[config.mk]
export PLATFORM = sky130hd
export DESIGN_NAME = intpol2_d4_control
export DESIGN_NICKNAME = d
export VERILOG_FILES = /design/src/rtl/intpol2_d4_pkg.sv /design/src/rtl/intpol2_d4_counter.sv /design/src/rtl/intpol2_d4_control.sv
export SDC_FILE = /design/constraint.sdc
export NUM_CORES = 1
export LEC_CHECK = 0
export BUFFER_PORTS_ARGS = -buffer_cell sky130_fd_sc_hd__clkbuf_2
export CORE_UTILIZATION = 64
export CTS_BUF_LIST = sky130_fd_sc_hd__clkbuf_8
export DETAILED_ROUTE_END_ITERATION = 10
export PLACE_DENSITY = 0.87
export SLEW_MARGIN = 10
export SYNTH_ARGS = -nofsm -noshare
export SYNTH_HDL_FRONTEND = slang
export SYNTH_SLANG_ARGS = --single-unit
export TNS_END_PERCENT = 10
[constraint.sdc]
create_clock -name clk -period 6.9 [get_ports clk]
set_input_delay 1.38 -clock clk [delete_from_list [all_inputs] [get_ports clk]]
set_output_delay 1.38 -clock clk [all_outputs]
set_load 0.02 [all_outputs]
[src/rtl/intpol2_d4_pkg.sv]
// Shared definitions for the quadratic-interpolation sequencing controller.
//   state_t  : controller state encoding
//   XI2_*    : sel_xi2 codes (first point of a segment / subsequent step)
//   strb_t   : registered strobe bundle driven toward the datapath
//   decode() : strobe pattern for a given state
package intpol2_d4_pkg;

  typedef enum logic [3:0] {
    ST_IDLE  = 4'd0,
    ST_LOAD0 = 4'd1,
    ST_LOAD1 = 4'd2,
    ST_LOAD2 = 4'd3,
    ST_COEF  = 4'd4,
    ST_MUL1  = 4'd5,
    ST_MUL2  = 4'd6,
    ST_OUT   = 4'd7,
    ST_NEXT  = 4'd8,
    ST_FIN   = 4'd9
  } state_t;

  localparam logic [1:0] XI2_FIRST = 2'b00;
  localparam logic [1:0] XI2_STEP  = 2'b01;

  typedef struct packed {
    logic       busy;
    logic       done;
    logic       in_ready;
    logic       out_valid;
    logic       op_1;
    logic       clear;
    logic       sel_mult;
    logic       ld_p1_xi;
    logic       en_sum;
    logic       ld_data;
    logic [1:0] sel_xi2;
  } strb_t;

  // first_pt: point counter is zero, i.e. xi^2 restarts from its cleared value.
  function automatic strb_t decode(input state_t s, input logic first_pt);
    strb_t o;
    o = '0;
    case (s)
      ST_LOAD0, ST_LOAD1, ST_LOAD2, ST_NEXT: begin
        o.busy     = 1'b1;
        o.in_ready = 1'b1;
      end
      ST_COEF: begin
        o.busy  = 1'b1;
        o.op_1  = 1'b1;
        o.clear = 1'b1;
      end
      ST_MUL1: begin
        o.busy     = 1'b1;
        o.ld_p1_xi = 1'b1;
      end
      ST_MUL2: begin
        o.busy     = 1'b1;
        o.sel_mult = 1'b1;
        o.ld_data  = 1'b1;
        o.en_sum   = 1'b1;
        o.sel_xi2  = first_pt ? XI2_FIRST : XI2_STEP;
      end
      ST_OUT: begin
        o.busy      = 1'b1;
        o.out_valid = 1'b1;
      end
      ST_FIN:  o.done = 1'b1;
      default: ;
    endcase
    return o;
  endfunction

endpackage

[src/rtl/intpol2_d4_counter.sv]
// Up-counter with synchronous clear (priority) and enable.
//   clk, rstn : clock, async active-low reset
//   clr, en   : clear to zero / increment by one
//   q         : count value
module intpol2_d4_counter #(
  parameter int W = 8
) (
  input  logic         clk,
  input  logic         rstn,
  input  logic         clr,
  input  logic         en,
  output logic [W-1:0] q
);

  always_ff @(posedge clk or negedge rstn) begin
    if (!rstn)    q <= '0;
    else if (clr) q <= '0;
    else if (en)  q <= q + W'(1);
  end

endmodule

[src/rtl/intpol2_d4_control.sv]
// Sequencing controller for the quadratic-interpolation datapath.
// Loads a three-sample window, latches coefficients once per segment and
// steps n_points outputs per segment, with valid/ready on both sides.
//   clk, rstn            : clock, async active-low reset
//   start, n_samples,
//   n_points, busy, done : job control
//   in_valid / in_ready  : sample input handshake
//   out_valid / out_ready: point output handshake
//   Ld_M0..sel_xi2       : datapath strobes
module intpol2_d4_control
  import intpol2_d4_pkg::*;
#(
  parameter int CNT_W = 16,
  parameter int L_W   = 8
) (
  input  logic             clk,
  input  logic             rstn,
  input  logic             start,
  input  logic [CNT_W-1:0] n_samples,
  input  logic [L_W-1:0]   n_points,
  output logic             busy,
  output logic             done,
  input  logic             in_valid,
  output logic             in_ready,
  output logic             out_valid,
  input  logic             out_ready,
  output logic             Ld_M0,
  output logic             Ld_M1,
  output logic             Ld_M2,
  output logic             en_stream,
  output logic             op_1,
  output logic             clear,
  output logic             sel_mult,
  output logic             Ld_p1_xi,
  output logic             en_sum,
  output logic             Ld_data,
  output logic [1:0]       sel_xi2
);

  state_t           state, state_nxt;
  strb_t            strb;
  logic [CNT_W-1:0] ns_q, smp_cnt;
  logic [L_W-1:0]   np_q, pt_cnt;
  logic             in_hs, out_hs, more_pts, more_smp, cfg_bad, job_go;

  assign job_go   = (state == ST_IDLE) && start;
  assign in_hs    = in_valid & strb.in_ready;
  assign out_hs   = strb.out_valid & out_ready;
  // One extra bit so pt_cnt + 1 cannot wrap when n_points is all ones.
  assign more_pts = ((L_W+1)'(pt_cnt) + (L_W+1)'(1)) < (L_W+1)'(np_q);
  assign more_smp = smp_cnt < ns_q;
  assign cfg_bad  = (n_samples < CNT_W'(3)) || (n_points == '0);

  // Samples accepted this job (window loads and per-segment refills).
  intpol2_d4_counter #(.W(CNT_W)) u_smp_cnt (
    .clk (clk),
    .rstn(rstn),
    .clr (job_go),
    .en  (in_hs),
    .q   (smp_cnt)
  );

  // Point index i within the current segment.
  intpol2_d4_counter #(.W(L_W)) u_pt_cnt (
    .clk (clk),
    .rstn(rstn),
    .clr (state == ST_COEF),
    .en  (out_hs),
    .q   (pt_cnt)
  );

  always_comb begin
    state_nxt = state;
    case (state)
      ST_IDLE:  if (start) state_nxt = cfg_bad ? ST_FIN : ST_LOAD0;
      ST_LOAD0: if (in_valid) state_nxt = ST_LOAD1;
      ST_LOAD1: if (in_valid) state_nxt = ST_LOAD2;
      ST_LOAD2: if (in_valid) state_nxt = ST_COEF;
      ST_COEF:  state_nxt = ST_MUL1;
      ST_MUL1:  state_nxt = ST_MUL2;
      ST_MUL2:  state_nxt = ST_OUT;
      ST_OUT:   if (out_ready) state_nxt = more_pts ? ST_MUL1 :
                                           more_smp ? ST_NEXT : ST_FIN;
      ST_NEXT:  if (in_valid) state_nxt = ST_COEF;
      ST_FIN:   state_nxt = ST_IDLE;
      default:  state_nxt = ST_IDLE;
    endcase
  end

  // Strobes are registered from the next state so each one is a clean
  // flop output aligned with the state it belongs to. pt_cnt does not
  // move in MUL1, so its value here is the i seen during MUL2.
  always_ff @(posedge clk or negedge rstn) begin
    if (!rstn) begin
      state <= ST_IDLE;
      strb  <= '0;
      ns_q  <= '0;
      np_q  <= '0;
    end else begin
      state <= state_nxt;
      strb  <= decode(state_nxt, pt_cnt == '0);
      if (job_go) begin
        ns_q <= n_samples;
        np_q <= n_points;
      end
    end
  end

  // Window loads must fire in the handshake cycle, while the sample is
  // still on the bus, so these are qualified combinationally.
  assign Ld_M0     = in_hs && (state == ST_LOAD0);
  assign Ld_M1     = in_hs && (state == ST_LOAD1);
  assign Ld_M2     = in_hs && (state == ST_LOAD2);
  assign en_stream = in_hs && (state == ST_NEXT);

  assign busy      = strb.busy;
  assign done      = strb.done;
  assign in_ready  = strb.in_ready;
  assign out_valid = strb.out_valid;
  assign op_1      = strb.op_1;
  assign clear     = strb.clear;
  assign sel_mult  = strb.sel_mult;
  assign Ld_p1_xi  = strb.ld_p1_xi;
  assign en_sum    = strb.en_sum;
  assign Ld_data   = strb.ld_data;
  assign sel_xi2   = strb.sel_xi2;

endmodule

==> impl_metrics.csv, run 1 <==
group,metric,value,unit
status,outcome,"completed",
global_route,gr-total-overflow,0,
timing,max_slew_margin,0.363,
timing,fmax,286,MHz
route,via_count,2722,
setup_path,cp_max_fo,8,
placement,place_hpwl,4970,um
clock_tree,ctsHoldBuffers,0,
setup_path,path_cells,"clkbuf_2 > and2_1 > and3_1 > clkbuf_2",
die,die_x,74.9,um
synthesis,ys_dominant_reg_cell,"dfrtp_1",
synthesis,syn_avg_cell_area,9.23,um^2
synthesis,synth.distinct_cells,52,
setup_path,start_kind,"input pin",
finish,area_delta_synth_final,13.0,%
die,die_h,74.9,um
clock_tree,cts.sinks,60,
route,drt_pass1_iterations,4,
power_and_ir_drop,total_power,1.33,mW
die,rows,26,
finish,nets,458,
clock_tree,clk_pin_slew,60,ps
finish,nFillCells,357,
setup_path,crit_top_cell,"clkbuf_2",
route,antenna_left,0,
synthesis,ys_ff_latch,60,
die,die-area,5600,um^2
route,wl_per_cell,15.1,um
global_route,antenna_found_initial,0,
synthesis,async_flop_share,1.00,
clock_tree,cts_tree,"yes",
global_route,grt_start_max_net_pins,64,
setup_path,path_class,"in -> out",
route,drcViolationCount,0,
clock_tree,clkLatencyLatePin,340,ps
placement,port-buffer-count,43,
finish,layout-drive-gt1-share,0.169,
route,drt_iter0_drc,218,
route,viasPerCell,5.68,
timing,rsz0062_at_grt,"false",
timing,setup_viol,0,
setup_path,cp_slowest_cell,"and2_1",
timing,fin_ws,3410,ps
power_and_ir_drop,p_leak,1.91,nW
synthesis,ys_seq_area_frac,0.442,
global_route,gr-usage-all-layers,0.297,
setup_path,worst_path_largest_cell_delay,240,ps
global_route,grt_pass1_vias,2694,
timing,fin_tns_setup,0,ps
clock_tree,htreeDepth,3,
finish,diodes,0,
timing,period_minus_slack,3490,ps
timing,drv_slew,0,
setup_path,critPathRequiredTime,5520,ps
synthesis,syn_inst,368,
die,ios,45,
timing,tightest_slew,956,ps
die,core-area,5110,um^2
setup_path,end_kind,"output pin",
timing,fin_crit_sh,0.506,
die,initial_core_util,0.665,
clock_tree,cts-resized-gates,0,
timing,clock_skew,5.09,ps
clock_tree,clockBufferDepth,2,
synthesis,netlist_area,3400,um^2
timing,hold_viol_final,0,
clock_tree,root_buffer,"clkbuf_8",
synthesis,syn_nets,422,
power_and_ir_drop,peakVddDrop,237,uV
job,drv_cap,0,
synthesis,ys_warn_count,0,
worst_hold_path,hp-class,"reg -> reg",
placement,pre_cts_ws,3410,ps
route,wl,7240,um
global_route,grt_pass1_wl,12100,um
synthesis,synth_edf_count,0,
power_and_ir_drop,p_per_area,345,nW/um^2
clock_tree,cts_buffers,9,
placement,globalplace.congestion,0.832,
setup_path,critPathArrivalTime,2110,ps
clock_tree,cts_setup_buffers,0,
worst max-delay path: cells and delay by family:
family                 cells  cell delay, ps
and+or+nand+nor            2             420
buffers and inverters      2             310
synth_stat cells (9+ instances only):
cell type   n  area, um^2
dfrtp_1    60        1500
nand2_1    48         180
nor2_1     36         135
inv_1      26        97.6
ha_1       25         313
o21ai_0    25         125
xor2_1     16         140
nand3_1    13        65.1
and3_1     12        75.1
xnor2_1    12         105
a21oi_1    10        50.1
clkbuf_1    9        33.8
logic make-up after synthesis:
| group | after synthesis | share of synthesized area |
|---|---|---|
| AO/OA/AOI/OAI | 69 | 0.128 |
| XOR/XNOR | 28 | 0.0722 |
| adder cells (fa/ha/maj) | 25 | 0.0921 |
| buffers and inverters | 45 | 0.0600 |
| flip-flops | 60 | 0.442 |
| multiplexers | 2 | 0.00663 |
| other | 1 | 0.00110 |
| AND/OR/NAND/NOR | 138 | 0.198 |
power breakdown:
| group | switching (mW) | internal [mW] |
|---|---|---|
| registers | 0.0741 | 0.458 |
| clock network | 0.138 | 0.232 |
| logic | 0.253 | 0.171 |
| total | 0.465 | 0.861 |
path summary, 6_finish.rpt:
path	from	endpoint	depth (start not counted)	slack (ps)
max	in_valid	Ld_M1	4	3410
min	ns_q[0]	ns_q[0]	1	500
max reg2reg	u_pt_cnt.q[1]	in_ready	10	3920
min reg2reg	ns_q[0]	ns_q[0]	1	500
max in group asynchronous	rstn	u_pt_cnt.q[3]	2	5220
min in group asynchronous	rstn	ns_q[4]	2	1190
registers in the layout, summed over array words and instances (netlist names), 4 cells and up:
name and cells:
state 4, u_smp_cnt.q 16, u_pt_cnt.q 8, np_q 8, ns_q 16
area by class of cell:
| class | instances | area [um^2] | share of cell area |
|---|---|---|---|
| Sequential cell | 60 | 1500 | 0.391 |
| Inverter | 26 | 97.6 | 0.0254 |
| Timing Repair Buffer | 44 | 223 | 0.0580 |
| Multi-Input combinational cell | 263 | 1690 | 0.441 |
| Clock inverter | 4 | 71.3 | 0.0186 |
| Clock buffer | 12 | 165 | 0.0430 |
| Tap cell | 70 | 87.6 | 0.0228 |
cell usage in the layout, fill, tap and decap left out, types with 2 or more instances in the layout:
cell,instances
nand3_1,13
ha_1,25
nand2_1,48
bufinv_16,2
nor2_1,36
mux2_2,2
xor2_1,16
or2_1,2
and3_2,2
o21a_1,4
and2_1,2
o21ai_1,6
nor3_1,3
and3_1,11
a21oi_1,10
a21o_1,2
clkbuf_8,12
nand4_1,3
o21ai_0,25
dfrtp_1,60
a211oi_1,6
clkbuf_2,43
inv_1,27
xnor2_1,12
nor2b_1,3
nor4_1,6
a31oi_1,2
stage by stage:
| stage | cell area, um^2 | std cells | util | hold WS (ps) |
|---|---|---|---|---|
| final | 3840 | 479 | 0.752 | 501 |
| after global routing | 3840 | 479 | 0.752 | 528 |
| after CTS | 3840 | 479 | 0.752 | 505 |
| after detailed placement | 3600 | 463 | 0.705 | 490 |
| after global placement | 3600 | 463 | 0.705 | 481 |
| after floorplan | 3400 | 368 | - | 473 |
routing by layer:
| layer | track usage | vias up | share of wire |
|---|---|---|---|
| met5 | 0 | - | 0 |
| met4 | 0.147 | 0 | 0.019 |
| met3 | 0.0616 | 14 | 0.042 |
| met2 | 0.507 | 80 | 0.51 |
| met1 | 0.358 | 1310 | 0.43 |
| li1 | - | 1318 | - |
(Power assumes the default switching activity.)
==> run 2, diff against run 1 <==
--- a/config.mk
+++ b/config.mk
@@ -5,11 +5,12 @@
 export SDC_FILE = /design/constraint.sdc
 export NUM_CORES = 1
 export LEC_CHECK = 0
+export ABC_AREA = 1
 export BUFFER_PORTS_ARGS = -buffer_cell sky130_fd_sc_hd__clkbuf_2
-export CORE_UTILIZATION = 64
+export CORE_UTILIZATION = 54
 export CTS_BUF_LIST = sky130_fd_sc_hd__clkbuf_8
 export DETAILED_ROUTE_END_ITERATION = 10
-export PLACE_DENSITY = 0.87
+export PLACE_DENSITY = 0.78
 export SLEW_MARGIN = 10
 export SYNTH_ARGS = -nofsm -noshare
 export SYNTH_HDL_FRONTEND = slang
==> constraint.sdc (replaced) <==
create_clock -name clk -period 2.88 [get_ports clk]
set_input_delay 0.576 -clock clk [delete_from_list [all_inputs] [get_ports clk]]
set_output_delay 0.576 -clock clk [all_outputs]
set_load 0.02 [all_outputs]
==> run 2 against run 1 <==
Via count up 8.2%; combinational power grew 100%; synthesized area rose by 2.8%; sequential power grew 110%; sequential cell count unchanged; critical path type is now reg -> reg; largest power group unchanged.
==> impl_metrics.csv, run 2 <==
group,metric,value,unit
status,outcome,"completed",
timing,setup_viol,0,
placement,place_hpwl,5500,um
route,viasPerCell,5.21,
clock_tree,cts_tree,"yes",
power_and_ir_drop,p_leak,2.17,nW
global_route,grt_pass1_vias,2844,
setup_path,critPathArrivalTime,2720,ps
synthesis,ys_seq_area_frac,0.430,
synthesis,netlist.area_leader.share,0.430,
placement,place_inst,550,
setup_path,path_class,"reg -> reg",
global_route,gr-total-overflow,0,
timing,fin_crit_sh,0.871,
clock_tree,clk_pin_slew,70,ps
timing,max_slew_margin,0.493,
setup_path,end_kind,"register",
clock_tree,htreeDepth,3,
clock_tree,cts-resized-gates,0,
finish,nets,540,
synthesis,syn_inst,440,
timing,clock_skew,5.25,ps
synthesis,syn_nets,494,
clock_tree,cts_setup_buffers,0,
setup_path,critPathRequiredTime,3090,ps
clock_tree,clockBufferDepth,2,
synthesis,synthTopCellsByCount,"nand2_1, inv_1, dfrtp_1",
clock_tree,cts.sinks,60,
power_and_ir_drop,total_power,2.66,mW
synthesis,yosysMostFrequentCell,"nand2_1",
route,via_count,2944,
synthesis,synth_edf_count,0,
clock_tree,root_buffer,"clkbuf_8",
synthesis,synth.distinct_cells,36,
timing,tightest_slew,761,ps
die,die-area,6790,um^2
worst_hold_path,hp-class,"in -> async",
timing,hold_viol_final,0,
placement,port-buffer-count,43,
setup_path,start_kind,"register",
clock_tree,clkLatencyLatePin,330,ps
route,wl,7130,um
synthesis,yosysTopAreaCell,"dfrtp_1",
route,antenna_left,0,
synthesis,ys_ff_latch,60,
synthesis,syn_avg_cell_area,7.94,um^2
placement,globalplace.congestion,0.923,
global_route,grt_pass1_wl,12100,um
finish,final_cell_mix,"nand2_1, inv_1, dfrtp_1",
route,drt_iter0_drc,163,
synthesis,netlist_area,3490,um^2
die,die_x,82.4,um
synthesis,ys_warn_count,0,
die,ios,45,
finish,final_cells,565,
synthesis,ys_top_cells_by_area,"dfrtp_1, nand2_1, ha_1, inv_1, o21ai_0",
die,die_h,82.4,um
setup_path,cp_max_fo,4,
global_route,gr-usage-all-layers,0.242,
clock_tree,ctsHoldBuffers,0,
timing,period_minus_slack,2510,ps
finish,area_delta_synth_final,12.9,%
finish,layout-drive-gt1-share,0.173,
finish,layout_commonest_cell,"nand2_1",
die,initial_core_util,0.573,
timing,rsz0062_at_grt,"false",
timing,fmax,399,MHz
route,drcViolationCount,0,
timing,fin_tns_setup,0,ps
synthesis,async_flop_share,1.00,
clock_tree,cts_buffers,9,
synthesis,ys_dominant_reg_cell,"dfrtp_1",
die,core-area,6100,um^2
power_and_ir_drop,p_per_area,674,nW/um^2
route,drt_pass1_iterations,4,
timing,drv_slew,0,
finish,top_regs,"ns_q (16), u_smp_cnt.q (16)",
global_route,grt_start_max_net_pins,43,
finish,diodes,0,
die,rows,28,
power_and_ir_drop,peakVddDrop,396,uV
global_route,antenna_found_initial,0,
job,drv_cap,0,
route,wl_per_cell,12.6,um
==> run 2: cell types whose count changed in the layout (fill, tap and decap cells not counted), sizes merged, moves of 11 or more <==
cell   before  now
inv        27   75
xnor2      12    0
and3       13    0
nand2      48  106
nor2       36   47
a21oi      11   22
==> run 2: final timing paths <==
kind	start	end	slack, ps	cells after the start
max	u_pt_cnt.q[0]	done	370	18
max reg2reg	u_pt_cnt.q[0]	done	370	18
min in group clk	n_samples[0]	ns_q[0]	460	3
max in group asynchronous	rstn	u_pt_cnt.q[4]	1950	2
min	rstn	ns_q[9]	300	1
min reg2reg	ns_q[0]	ns_q[0]	470	2
==> run 2: cells by family (layout without fill, tap and decap cells) <==
logic type,count (synthesis),after routing,share of synthesized area
buf+inv,85,135,0.0963
xor+xnor,6,6,0.0150
fa+ha+maj,25,25,0.0895
flops,60,60,0.430
other cells,1,1,0.00107
compound gates,75,75,0.119
simple gates,188,188,0.249
==> run 2: worst max-delay path: stages, from the launching register on <==
cell and delay, ps:
dfrtp_1 370, ha_1 190, nand2_1 70, nor2_2 180, nand3_1 120, xor2_1 190, inv_1 70, ha_1 290
nand2_1 70, inv_1 50, nand3_1 70, nor2_1 120, nor2_2 50, a21oi_1 110, nand2_1 80, nand2_1 120
nand2_1 100, nand2_1 100, a21oi_1 40
==> run 2: cell type report <==
| cell class | count | area [um^2] |
|---|---|---|
| fill | 533 | 2150 |
| multi-input combinational | 295 | 1660 |
| inverter | 75 | 282 |
| timing repair buffer | 45 | 243 |
| tap | 75 | 93.8 |
| clock inverter | 4 | 17.5 |
| clock buffer | 11 | 151 |
| sequential | 60 | 1500 |
==> run 2: through the flow <==
step           utilization  instance area (um^2)  setup WS (ps)  hold slack [ps]
3_3_place_gp         0.619                  3770            540              458
3_5_place_dp         0.619                  3770            423              466
2_1_floorplan            -                  3490            640              280
4_1_cts              0.647                  3940            389              322
5_1_grt              0.647                  3940           38.6              355
6_report             0.647                  3940            371              304
==> run 2: report_power, final <==
part / switching (mW) / total, mW / internal, mW
Combinational: 0.565 / 0.869 / 0.304
Clock: 0.305 / 0.650 / 0.345
Sequential: 0.113 / 1.14 / 1.03
Total: 0.983 / 2.66 / 1.67
==> run 2: layer usage <==
layer | up-vias | share of wire | global-route usage
li1 | 1490 | - | -
met1 | 1375 | 0.49 | 0.317
met2 | 65 | 0.45 | 0.388
met3 | 14 | 0.043 | 0.0440
met4 | 0 | 0.021 | 0.112
met5 | - | 0 | 0
==> run 3, diff against run 2 <==
--- a/config.mk
+++ b/config.mk
@@ -5,12 +5,12 @@
 export SDC_FILE = /design/constraint.sdc
 export NUM_CORES = 1
 export LEC_CHECK = 0
-export ABC_AREA = 1
 export BUFFER_PORTS_ARGS = -buffer_cell sky130_fd_sc_hd__clkbuf_2
 export CORE_UTILIZATION = 54
 export CTS_BUF_LIST = sky130_fd_sc_hd__clkbuf_8
 export DETAILED_ROUTE_END_ITERATION = 10
 export PLACE_DENSITY = 0.78
+export SKIP_CTS_REPAIR_TIMING = 1
 export SLEW_MARGIN = 10
 export SYNTH_ARGS = -nofsm -noshare
 export SYNTH_HDL_FRONTEND = slang
==> run 3 against run 2 <==
Via count down 8.9%; clock power up 6.2%; combinational power up 13%; worst setup slack worse by 300 ps; critical path type unchanged; largest power group unchanged.
==> impl_metrics.csv, run 3 (synthesis gave the netlist of run 1 again) <==
group,metric,value,unit
clock_tree,cts.sinks,60,
finish,final_cell_mix,"dfrtp_1, nand2_1, clkbuf_2",
placement,globalplace.congestion,0.895,
setup_path,start_kind,"register",
placement,port-buffer-count,43,
finish,top_regs,"ns_q (16), u_smp_cnt.q (16)",
power_and_ir_drop,pwr-share-seq,0.434,
global_route,grt_pass1_vias,2550,
finish,regArea,1500,um^2
finish,area_delta_synth_final,12.8,%
power_and_ir_drop,p_sw_frac,0.366,
die,initial_core_util,0.567,
timing,period_minus_slack,2810,ps
global_route,gr-usage-all-layers,0.240,
setup_path,cp_max_fo,8,
die,die_x,81.3,um
clock_tree,cts_tree,"yes",
power_and_ir_drop,p_leak,1.91,nW
finish,nets,459,
timing,hold_slack,299,ps
route,drcViolationCount,0,
timing,max_slew_margin,0.490,
route,wl_per_cell,14.5,um
route,antenna_left,0,
global_route,grt_pass1_wl,11600,um
clock_tree,clk_pin_slew,70,ps
global_route,gr-total-overflow,0,
setup_path,critPathRequiredTime,3090,ps
clock_tree,cts_buffers,9,
timing,hold_viol_final,0,
finish,diodes,0,
finish,nFillCells,509,
route,viasPerCell,5.53,
placement,place_hpwl,5130,um
power_and_ir_drop,power.share.clock,0.233,
power_and_ir_drop,total_power,2.96,mW
die,rows,28,
finish,layout_commonest_cell,"dfrtp_1",
clock_tree,clockBufferDepth,2,
die,ios,45,
timing,clock_skew,5.57,ps
die,die_h,81.3,um
timing,fmax,356,MHz
global_route,grt_start_max_net_pins,63,
timing,drv_slew,0,
die,die-area,6610,um^2
power_and_ir_drop,p_per_area,772,nW/um^2
route,drt_iter0_drc,169,
clock_tree,htreeDepth,3,
route,via_count,2682,
finish,multi_input_area,1720,um^2
setup_path,critPathArrivalTime,3020,ps
power_and_ir_drop,p_int,1.88,mW
clock_tree,root_buffer,"clkbuf_8",
die,core-area,5990,um^2
timing,fin_crit_sh,0.974,
clock_tree,clkLatencyLatePin,340,ps
job,drv_cap,0,
route,wl,7020,um
power_and_ir_drop,p_sw,1.08,mW
setup_path,end_kind,"register",
power_and_ir_drop,peakVddDrop,441,uV
timing,tightest_slew,765,ps
power_and_ir_drop,p_comb_frac,0.333,
finish,layout-drive-gt1-share,0.173,
timing,setup_viol,0,
setup_path,path_class,"reg -> reg",
global_route,antenna_found_initial,0,
status,outcome,"completed",
worst_hold_path,hp-class,"in -> async",
route,drt_pass1_iterations,4,
[run 3: cell type report]
| class | count | area share |
|---|---|---|
| clock buffers | 12 | 0.0431 |
| clock inverters | 4 | 0.00424 |
| inverters | 26 | 0.0255 |
| multi-input cells | 263 | 0.448 |
| flip-flops and latches | 60 | 0.392 |
| well taps | 75 | 0.0245 |
| repair buffers | 45 | 0.0633 |
[run 3: stage by stage]
step | setup TNS, ps | util | cell area, um^2 | cells | setup WS (ps)
finish | 0 | 0.640 | 3830 | 485 | 73.4
global route | -262 | 0.640 | 3830 | 485 | -57.5
CTS | 0 | 0.636 | 3810 | 485 | 98.7
detailed placement | 0 | 0.606 | 3630 | 469 | 119
global placement | 0 | 0.606 | 3630 | 469 | 242
floorplan | 0 | - | 3400 | 368 | 378
[run 3: worst max-delay path, cell delays in order, from the launching register on]
cell and delay [ps]:
dfrtp_1 430, ha_4 180, nand3_2 120, or2_1 280, xnor2_1 170, ha_1 270, o21ai_0 230, o22a_1 220
o31ai_2 120, a21oi_4 200, nor3b_4 360, nor2_1 90
[run 3: power groups by stage]
stage / combinational, mW / sequential (mW) / clock (mW)
final: 0.986 / 1.28 / 0.690
after global routing: 1.14 / 1.32 / 0.746
after CTS: 0.988 / 1.28 / 0.703
after detailed placement: 0.977 / 1.29 / 0
after global placement: 0.934 / 1.28 / 0
after floorplan: 0.766 / 1.25 / 0
[run 3: layer usage]
metal	track usage	routed length (um)	part of all wire	up-vias
met5	0	0	0	-
met1	0.290	3040	0.43	1295
li1	-	-	-	1317
met4	0.0911	97	0.014	0
met2	0.409	3560	0.51	62
met3	0.0607	328	0.047	8
[run 3: path summary, 6_finish.rpt]
kind | cells past startpoint | to | start | slack (ps)
max | 11 | u_pt_cnt.q[6] | u_pt_cnt.q[0] | 70
min | 1 | ns_q[6] | rstn | 300
max reg2reg | 11 | u_pt_cnt.q[6] | u_pt_cnt.q[0] | 70
min reg2reg | 1 | ns_q[0] | ns_q[0] | 520
max in group asynchronous | 2 | out_valid | rstn | 1950
min in group clk | 3 | ns_q[12] | n_samples[12] | 460
